<file path="config.mk">
export PLATFORM = sky130hd
export DESIGN_NAME = stopwatch_counter
export DESIGN_NICKNAME = d
export VERILOG_FILES = /design/src/rtl/stopwatch_counter.sv
export SDC_FILE = /design/constraint.sdc
export NUM_CORES = 1
export LEC_CHECK = 0
export ABC_AREA = 1
export CAP_MARGIN = 25
export CORE_ASPECT_RATIO = 0.9
export CORE_MARGIN = 2
export CORE_UTILIZATION = 35
export DETAILED_ROUTE_END_ITERATION = 8
export GPL_ROUTABILITY_DRIVEN = 0
export PLACE_DENSITY = 0.69
export SLEW_MARGIN = 20
export SYNTH_ARGS = -nofsm -noshare
export SYNTH_HDL_FRONTEND = slang
export SYNTH_SLANG_ARGS = --single-unit
export TNS_END_PERCENT = 5
</file>
<file path="constraint.sdc">
create_clock -name clk -period 1.35 [get_ports clk]
set_clock_uncertainty 0.15 [all_clocks]
set_input_delay 0.2025 -clock clk [delete_from_list [all_inputs] [get_ports clk]]
set_output_delay 0.2025 -clock clk [all_outputs]
set_load 0.1 [all_outputs]
</file>
<file path="src/rtl/stopwatch_counter.sv">
// -----------------------------------------------------------------------------
// stopwatch_counter
//   Stopwatch time-keeping core. Keeps an MM:SS count in BCD. The 1 Hz and
//   2 Hz square waves from the clock divider are edge-detected in the clk
//   domain and used as enables only. They are never used as clocks.
//   RUN mode counts seconds with carry into minutes. ADJUST mode steps the
//   selected field at 2 Hz with no carry. The paused flag freezes the count
//   in either mode.
//
// Ports
//   clk          in   100 MHz master clock
//   rst          in   asynchronous, active-high reset
//   onehz_clk    in   1 Hz square wave (clk domain)
//   twohz_clk    in   2 Hz square wave (clk domain)
//   pause_pulse  in   one-clk pulse, toggles paused
//   adj          in   level, 1 = adjust mode
//   sel          in   level, adjust field: 0 = minutes, 1 = seconds
//   min_tens/min_ones/sec_tens/sec_ones  out  BCD digits
//   paused       out  1 = counting frozen
//   blink_field  out  00 none, 01 minutes, 10 seconds
// -----------------------------------------------------------------------------
module stopwatch_counter #(
   parameter int MIN_MAX = 59,
   parameter int SEC_MAX = 59
) (
   input  logic       clk,
   input  logic       rst,
   input  logic       onehz_clk,
   input  logic       twohz_clk,
   input  logic       pause_pulse,
   input  logic       adj,
   input  logic       sel,
   output logic [3:0] min_tens,
   output logic [3:0] min_ones,
   output logic [3:0] sec_tens,
   output logic [3:0] sec_ones,
   output logic       paused,
   output logic [1:0] blink_field
);

   localparam logic [3:0] MIN_T = 4'(MIN_MAX / 10);
   localparam logic [3:0] MIN_O = 4'(MIN_MAX % 10);
   localparam logic [3:0] SEC_T = 4'(SEC_MAX / 10);
   localparam logic [3:0] SEC_O = 4'(SEC_MAX % 10);

   typedef enum logic {RUN, ADJUST} mode_e;

   mode_e      mode_q, mode_d;
   logic       sel_q;
   logic       onehz_q, twohz_q;
   logic       paused_q, paused_d;
   logic [7:0] min_q, min_d;
   logic [7:0] sec_q, sec_d;
   logic       one_tick, two_tick;

   // A two-digit BCD field steps by one. It wraps to 00 after {max_t,max_o}.
   function automatic logic [7:0] bcd_inc(input logic [7:0] f,
                                          input logic [3:0] max_t,
                                          input logic [3:0] max_o);
      logic [7:0] r;
      if (f[7:4] == max_t && f[3:0] == max_o)
         r = 8'h00;
      else if (f[3:0] == 4'd9)
         r = {f[7:4] + 4'd1, 4'd0};
      else
         r = {f[7:4], f[3:0] + 4'd1};
      return r;
   endfunction

   assign one_tick = onehz_clk & ~onehz_q;
   assign two_tick = twohz_clk & ~twohz_q;

   always_ff @(posedge clk or posedge rst) begin
      if (rst) begin
         mode_q   <= RUN;
         sel_q    <= 1'b0;
         onehz_q  <= 1'b0;
         twohz_q  <= 1'b0;
         paused_q <= 1'b0;
         min_q    <= 8'h00;
         sec_q    <= 8'h00;
      end else begin
         mode_q   <= mode_d;
         sel_q    <= sel;
         onehz_q  <= onehz_clk;
         twohz_q  <= twohz_clk;
         paused_q <= paused_d;
         min_q    <= min_d;
         sec_q    <= sec_d;
      end
   end

   // Ticks act on the registered mode, field select and paused values. An
   // adj/sel/pause change in the same cycle as a tick takes effect afterwards.
   always_comb begin
      mode_d   = adj ? ADJUST : RUN;
      paused_d = paused_q ^ pause_pulse;
      min_d    = min_q;
      sec_d    = sec_q;
      if (!paused_q) begin
         if (mode_q == RUN) begin
            if (one_tick) begin
               sec_d = bcd_inc(sec_q, SEC_T, SEC_O);
               if (sec_q == {SEC_T, SEC_O})
                  min_d = bcd_inc(min_q, MIN_T, MIN_O);
            end
         end else begin
            if (two_tick) begin
               if (sel_q)
                  sec_d = bcd_inc(sec_q, SEC_T, SEC_O);
               else
                  min_d = bcd_inc(min_q, MIN_T, MIN_O);
            end
         end
      end
   end

   assign min_tens    = min_q[7:4];
   assign min_ones    = min_q[3:0];
   assign sec_tens    = sec_q[7:4];
   assign sec_ones    = sec_q[3:0];
   assign paused      = paused_q;
   assign blink_field = {(mode_q == ADJUST) & sel_q, (mode_q == ADJUST) & ~sel_q};

endmodule

</file>
==> impl_metrics.yaml <==
run_status:
  run_status: "finished, violations left"
  failed_checks: "setup timing"
critical_path:
  data_arrival_time_of_the_critical_path_ns: 1.53
  crit_buf_inv: 1
  worstPathCellList: "inv_4, ha_4, nand2_4, nor2_8, nand2_4, nand2_8, nand3_4, nand2_1, nand2_1"
  kind_of_end_point_of_the_critical_path: "flip-flop"
  slowest_stage: "sky130_fd_sc_hd__dfrtp_4"
  critical_path.top_delay_family: "simple AND/OR/NAND/NOR gates"
  cp_num_cells: 9
  start_kind: "flip-flop"
  cp.required_ns: 1.35
  timing.reg2reg.worst_path_depth: 9
  worstPathMaxFanout: 6
  crit_type: "flip-flop to flip-flop"
  slowest_delay_ns: 0.50
power:
  comb_power_share_pct: 66.7
  power.share.switching_pct: 48.71
  sequentialPowerShare_pct: 23.2
  clock_power_share_pct: 10.1
  switching_power_uw: 2005
  total_leakage_power_uw: 0.0009920
  power_density_nw_per_um2: 1943
  vdd_drop_max_mv: 1.191
  power.internal_uw: 2112
sta:
  timing.max_slew.rel_slack_pct: 81.93
  finalSetupViolCount: 24
  layout_min_cycle_time_ns: 1.533
  final-max-slew-violation-count: 0
  timing.hold.ws_ns: 0.1120
  worstMarginPinSlew_ns: 0.2711
  finalHoldViolations: 0
  grt_setup_unrepaired: "yes"
  final.period_utilization_pct: 113.6
  f_max_mhz: 652.1
  postLayoutSetupSlackWorst_ns: -0.1834
  setup_tns_ns: -2.812
routing:
  final_routed_wirelength_um: 2899
  drt_iter0_drc: 47
  route.detailed.vias_per_inst: 4.722
  drtAntennaViolNets: 0
  detailed_route_wire_length_per_cell_um: 12.03
  detailroute.via_count: 1138
  router_iterations_before_antenna_repair: 4
  post_route_drc_violation_count: 0
clock_network:
  numCtsBuffers: 3
  htreeDepth: 1
  cts.clk_slew.worst_paths_ns: 0.08
  ctsRootBufferMaster: "sky130_fd_sc_hd__clkbuf_8"
  cts_tree: "done"
  clock-sinks: 21
  ctsHoldBuffers: 0
  clk-insertion-delay-late_ns: 0.26
  clock_path_buffers: 2
global_routing:
  initial_antenna_violation_count: 0
  grt_pass1_wl_um: 5064
  grt_use_total_pct: 16.54
  pin_count_of_the_biggest_net_entering_global_routing: 22
  grt_pass1_vias: 1127
  grt-ovfl-total: 0
layout:
  mostFrequentLayoutCells: "sky130_fd_sc_hd__nand2_1 (33), sky130_fd_sc_hd__buf_12 (19), sky130_fd_sc_hd__inv_1 (14), sky130_fd_sc_hd__buf_6 (14), sky130_fd_sc_hd__dfrtp_2 (13)"
  finish.net_count: 213
  antenna_cells_inserted: 0
  mostFrequentLayoutCell: "sky130_fd_sc_hd__nand2_1"
  drive_gt1_share_pct: 49.24
  area_delta_synth_final_pct: 69.74
die:
  die_width_um: 66.96
  floorplan.io_pins: 26
  initial_utilization_pct: 36.69
  floorplan.die_area_um2: 4062
  core_area_um2: 3403
  placement_rows: 20
  die-height_um: 60.67
synthesis:
  syn_inst: 144
  cell_area_after_technology_mapping_um2: 1249
  ys_seq_area_share_pct: 42.08
  yosys_warnings: 0
  syn_nets: 159
  synth_top_area_share_pct: 42.08
  netlist.top_cell.by_area: "sky130_fd_sc_hd__dfrtp_1"
  post_synth_num_cell_types: 19
  ys_seq_elements: 21
  netlist_top_cells_area: "sky130_fd_sc_hd__dfrtp_1 (42%), sky130_fd_sc_hd__nand2_1 (11%), sky130_fd_sc_hd__ha_1 (8.0%)"
  syn_avg_cell_area_um2: 8.672
hold_path:
  hold_path_class: "primary input to asynchronous set/reset pin"
flow_run:
  max_cap_violations: 0
place:
  detailed_place_hpwl_um: 2257
  port-buffer-count: 25
metal layers:
layer	share of wire, %	wire length (um)	up-vias	global-route usage, %
met5	0	0	-	0
met3	5.4	156	2	4.453
met2	52	1495	41	29.86
li1	-	-	567	-
met1	43	1238	528	20.28
met4	0.28	8	0	2.915
metrics by stage:
step	setup slack (ns)	instance area, um2	power, uW	instances	util [%]
after floorplan	-0.3927	1297	2526	144	-
after global placement	-0.2689	1958	3522	235	57.54
after detailed placement	-0.2877	1958	3577	235	57.54
after CTS	-0.1766	2101	4146	241	61.73
after global routing	-0.2703	2120	4304	241	62.28
final	-0.1834	2120	4117	241	62.28
power groups by stage:
| stage | clock network [uW] | logic [uW] | registers, uW |
|---|---|---|---|
| 2_1_floorplan | 0 | 553 | 1970 |
| 3_3_place_gp | 0 | 2590 | 932 |
| 3_5_place_dp | 0 | 2630 | 942 |
| 4_1_cts | 432 | 2760 | 955 |
| 5_1_grt | 444 | 2890 | 974 |
| 6_report | 417 | 2750 | 954 |
registers in the layout (all words and copies together), names as in the netlist:
register / cells
mode_q: 1
paused: 1
sec_q: 8
min_q: 8
sel_q: 1
twohz_q: 1
onehz_q: 1
Yosys cell counts:
| cell type | count |
|---|---|
| sky130_fd_sc_hd__nor2_1 | 4 |
| sky130_fd_sc_hd__or2_2 | 3 |
| sky130_fd_sc_hd__nor2_8 | 2 |
| sky130_fd_sc_hd__inv_2 | 3 |
| sky130_fd_sc_hd__nor2_4 | 1 |
| sky130_fd_sc_hd__nand3_2 | 2 |
| sky130_fd_sc_hd__dfrtp_1 | 21 |
| sky130_fd_sc_hd__nand2_1 | 38 |
| sky130_fd_sc_hd__nand2_2 | 4 |
| sky130_fd_sc_hd__ha_1 | 8 |
| sky130_fd_sc_hd__o21ai_2 | 4 |
| sky130_fd_sc_hd__nand4_1 | 8 |
| sky130_fd_sc_hd__xnor2_1 | 2 |
| sky130_fd_sc_hd__xor2_1 | 4 |
| sky130_fd_sc_hd__nand3_1 | 10 |
| sky130_fd_sc_hd__o21ai_1 | 7 |
| sky130_fd_sc_hd__nor2_2 | 3 |
| sky130_fd_sc_hd__nand2_4 | 3 |
| sky130_fd_sc_hd__inv_1 | 17 |
worst paths after layout:
| check | start | end | slack [ns] |
|---|---|---|---|
| max | sec_q[1] | min_q[4] | -0.18 |
| min | rst | sec_q[4] | 0.11 |
| max reg2reg | sec_q[1] | min_q[4] | -0.18 |
| min reg2reg | paused | paused | 0.44 |
| max in group asynchronous | rst | sec_q[0] | 0.69 |
| min in group clk | sel | sel_q | 0.22 |
cell families after synthesis:
group           after synthesis  share of synthesized area [%]
simple gates                 78                          34.07
flops                        21                          42.08
buf+inv                      20                          6.012
compound gates               11                          5.611
fa+ha+maj                     8                          8.016
xor+xnor                      6                          4.208
what timing repair did:
action,in CTS,in global routing
buffers inserted,2,0
setup endpoints to repair,30,33
pin swaps,3,2
gates resized for setup,22,6
worst reg2reg max path: stages, from the launching register on:
cell and delay [ns]:
sky130_fd_sc_hd__dfrtp_4 0.50, sky130_fd_sc_hd__inv_4 0.07, sky130_fd_sc_hd__ha_4 0.13, sky130_fd_sc_hd__nand2_4 0.06, sky130_fd_sc_hd__nor2_8 0.13, sky130_fd_sc_hd__nand2_4 0.09, sky130_fd_sc_hd__nand2_8 0.10, sky130_fd_sc_hd__nand3_4 0.08
sky130_fd_sc_hd__nand2_1 0.07, sky130_fd_sc_hd__nand2_1 0.05
area by class of cell:
cell class | count | area (um2)
fillers | 288 | 1284
clock buffers | 4 | 45.04
repair buffers | 49 | 673.1
multi-input cells | 103 | 715.7
inverters | 20 | 77.57
flip-flops and latches | 21 | 553.0
well taps | 44 | 55.05
Power figures use the tool's default switching activity.
==> RTL change: new RTL, config.mk and constraints unchanged <==
Register the outputs `min_tens`, `min_ones`, `sec_tens`, `sec_ones` and `blink_field`, with the module's reset; this adds one clock of latency there. The other outputs are not delayed to match.
--- a/src/rtl/stopwatch_counter.sv
+++ b/src/rtl/stopwatch_counter.sv
@@ -117,8 +117,18 @@
 
-   assign min_tens    = min_q[7:4];
-   assign min_ones    = min_q[3:0];
-   assign sec_tens    = sec_q[7:4];
-   assign sec_ones    = sec_q[3:0];
    assign paused      = paused_q;
-   assign blink_field = {(mode_q == ADJUST) & sel_q, (mode_q == ADJUST) & ~sel_q};
+   always_ff @(posedge clk or posedge rst) begin
+      if (rst) begin
+         min_tens    <= '0;
+         min_ones    <= '0;
+         sec_tens    <= '0;
+         sec_ones    <= '0;
+         blink_field <= '0;
+      end else begin
+         min_tens    <= min_q[7:4];
+         min_ones    <= min_q[3:0];
+         sec_tens    <= sec_q[7:4];
+         sec_ones    <= sec_q[3:0];
+         blink_field <= {(mode_q == ADJUST) & sel_q, (mode_q == ADJUST) & ~sel_q};
+      end
+   end
 
Formal check against the unedited RTL: not equivalent (Yosys sat finds a counterexample within 4 cycles, from zero or initial values and one cycle with rst high).
==> RTL change against the original RTL <==
The run still ends with setup timing left. Count of clock-buffer cells in the layout grew 3. Design area grew 20%. Critical path type unchanged. Die area grew 35%. Highest routed layer unchanged. Sequential cell count grew 18. Worst setup slack gained 0.040 ns. Total power grew 16%. Wire length grew 14%. Synthesized area grew 37%. First-iteration DRC count grew 70%. Utilization shrank 8.8 points. Maximum frequency grew 2.7%.
==> RTL change: results <==
<?xml version="1.0" encoding="UTF-8"?>
<metrics>
  <group name="run_status">
    <metric name="status" unit="">finished with violations</metric>
    <metric name="violations_in_the_final_reports" unit="">setup timing</metric>
  </group>
  <group name="place">
    <metric name="placed_wire_length_estimate" unit="mm">2.36</metric>
    <metric name="placedInstanceArea" unit="sq mm">0.00241</metric>
    <metric name="dp.cells" unit="">282</metric>
    <metric name="dp_worst_setup_slack" unit="ns">-0.229</metric>
  </group>
  <group name="sta">
    <metric name="fin_tns_setup" unit="ns">-1.52</metric>
    <metric name="report.final.setup_viol" unit="">17</metric>
    <metric name="relSlewSlack" unit="%">84.8</metric>
    <metric name="setup_ws" unit="ns">-0.143</metric>
  </group>
  <group name="cts">
    <metric name="clkLatencyLatePin" unit="ns">0.29</metric>
    <metric name="cts-buffers-inserted" unit="">5</metric>
    <metric name="cts-htree-levels" unit="">2</metric>
  </group>
  <group name="route">
    <metric name="drt-wirelength-per-cell" unit="um">11.4</metric>
    <metric name="routed_via_density" unit="">4.44</metric>
    <metric name="drt_iter0_drc" unit="">80</metric>
    <metric name="wire_length_after_detailed_routing" unit="mm">3.32</metric>
  </group>
  <group name="synth">
    <metric name="synthesis.nets" unit="">186</metric>
    <metric name="synth_area_per_cell" unit="sq um">10.0</metric>
    <metric name="synth-seq-area-share" unit="%">56.9</metric>
    <metric name="unique_cell_type_count_in_the_yosys_netlist" unit="">20</metric>
    <metric name="synth_top_area_cells" unit="">sky130_fd_sc_hd__dfrtp_1, sky130_fd_sc_hd__nand2_1, sky130_fd_sc_hd__ha_1, sky130_fd_sc_hd__nand3_1, sky130_fd_sc_hd__inv_1</metric>
    <metric name="commonest_cells_in_the_netlist" unit="">sky130_fd_sc_hd__nand2_1, sky130_fd_sc_hd__dfrtp_1, sky130_fd_sc_hd__nand3_1, sky130_fd_sc_hd__inv_1, sky130_fd_sc_hd__nor2_1</metric>
  </group>
  <group name="grt">
    <metric name="first_global_vias" unit="">1244</metric>
    <metric name="wire_length_of_the_first_global_routing_pass" unit="mm">5.84</metric>
    <metric name="grt_util_all_layers" unit="%">14.2</metric>
  </group>
  <group name="pwr">
    <metric name="irDropWorstVdd" unit="uV">1050</metric>
    <metric name="swShare" unit="%">43.5</metric>
  </group>
  <group name="setup_path">
    <metric name="largest_fanout_on_the_critical_path" unit="">5</metric>
    <metric name="critPathSlowestCell" unit="">sky130_fd_sc_hd__dfrtp_1</metric>
    <metric name="max_stage_delay" unit="ns">0.39</metric>
  </group>
  <group name="final_layout">
    <metric name="net_count_of_the_finished_layout" unit="">241</metric>
    <metric name="drive_above_1_share" unit="%">33.0</metric>
  </group>
</metrics>
RTL change: changes by cell type in the layout (fill, tap and decap cells not counted), moves of 4 or more:
| cell | unedited run | this run |
|---|---|---|
| sky130_fd_sc_hd__nand2_2 | 8 | 4 |
| sky130_fd_sc_hd__dfrtp_1 | 5 | 38 |
| sky130_fd_sc_hd__dfrtp_2 | 13 | 0 |
| sky130_fd_sc_hd__buf_4 | 10 | 20 |
| sky130_fd_sc_hd__nor2_1 | 3 | 10 |
| sky130_fd_sc_hd__buf_6 | 14 | 1 |
| sky130_fd_sc_hd__nand2_1 | 33 | 40 |
| sky130_fd_sc_hd__nand3_1 | 10 | 17 |
| sky130_fd_sc_hd__o21ai_2 | 4 | 0 |
| sky130_fd_sc_hd__nand4_1 | 8 | 4 |
RTL change: area by class of cell:
type,count,area (sq um),area share (%)
clock buffer,7,76.3,2.99
clock inverter,1,5.00,0.196
inverter,19,73.8,2.89
multi-input combinational,114,714,28.0
sequential,39,980,38.4
tap,65,81.3,3.19
timing repair buffer,47,622,24.4
RTL change: worst paths after layout:
| check | startpoint | slack (ns) | end |
|---|---|---|---|
| worst max-delay path | sec_q[1] | -0.14 | min_q[4] |
| worst min-delay path | rst | 0.12 | min_ones[0] |
| worst max register to register | sec_q[1] | -0.14 | min_q[4] |
| worst min register to register | min_q[7] | 0.30 | min_tens[3] |
| max in group asynchronous | rst | 0.73 | paused |
| min in group clk | sel | 0.19 | sel_q |
RTL change: per-layer routing:
layer	track usage, %	wire length, um	part of all wire, %	vias to the layer above
li1	-	-	-	654
met5	0	0	0	-
met4	7.94	83	2.5	0
met3	4.13	144	4.3	6
met1	18.0	1550	47	607
met2	21.6	1540	46	29
RTL change: logic make-up after synthesis:
family / count (synthesis) / share of synthesized area (%)
xor gates and xnor gates: 5 / 2.55
DFF: 39 / 56.9
AOI/OAI and AO/OA: 8 / 2.34
adders and majority gates: 8 / 5.84
buffers and inverters: 19 / 4.16
and+or+nand+nor: 92 / 28.2
RTL change: power by group through the flow:
stage	registers (mW)	clock network, mW	logic, mW
floorplan	2.53	0	0.468
global placement	1.61	0	2.32
detailed placement	1.63	0	2.37
CTS	1.62	0.780	2.42
global route	1.65	0.833	2.56
finish	1.62	0.752	2.42
RTL change: repair_timing:
item	in CTS	in global routing
pin swaps	6	5
gates resized for setup	9	2
endpoints found under the setup margin	16	17
cloned	1	0
setup buffers	0	1
RTL change: worst max-delay path, delay by kind of cell (launching register included):
kind | cells | cell delay, ns
DFF | 1 | 0.39
and+or+nand+nor | 7 | 0.63
adders and majority gates | 1 | 0.13
buffers and inverters | 1 | 0.08
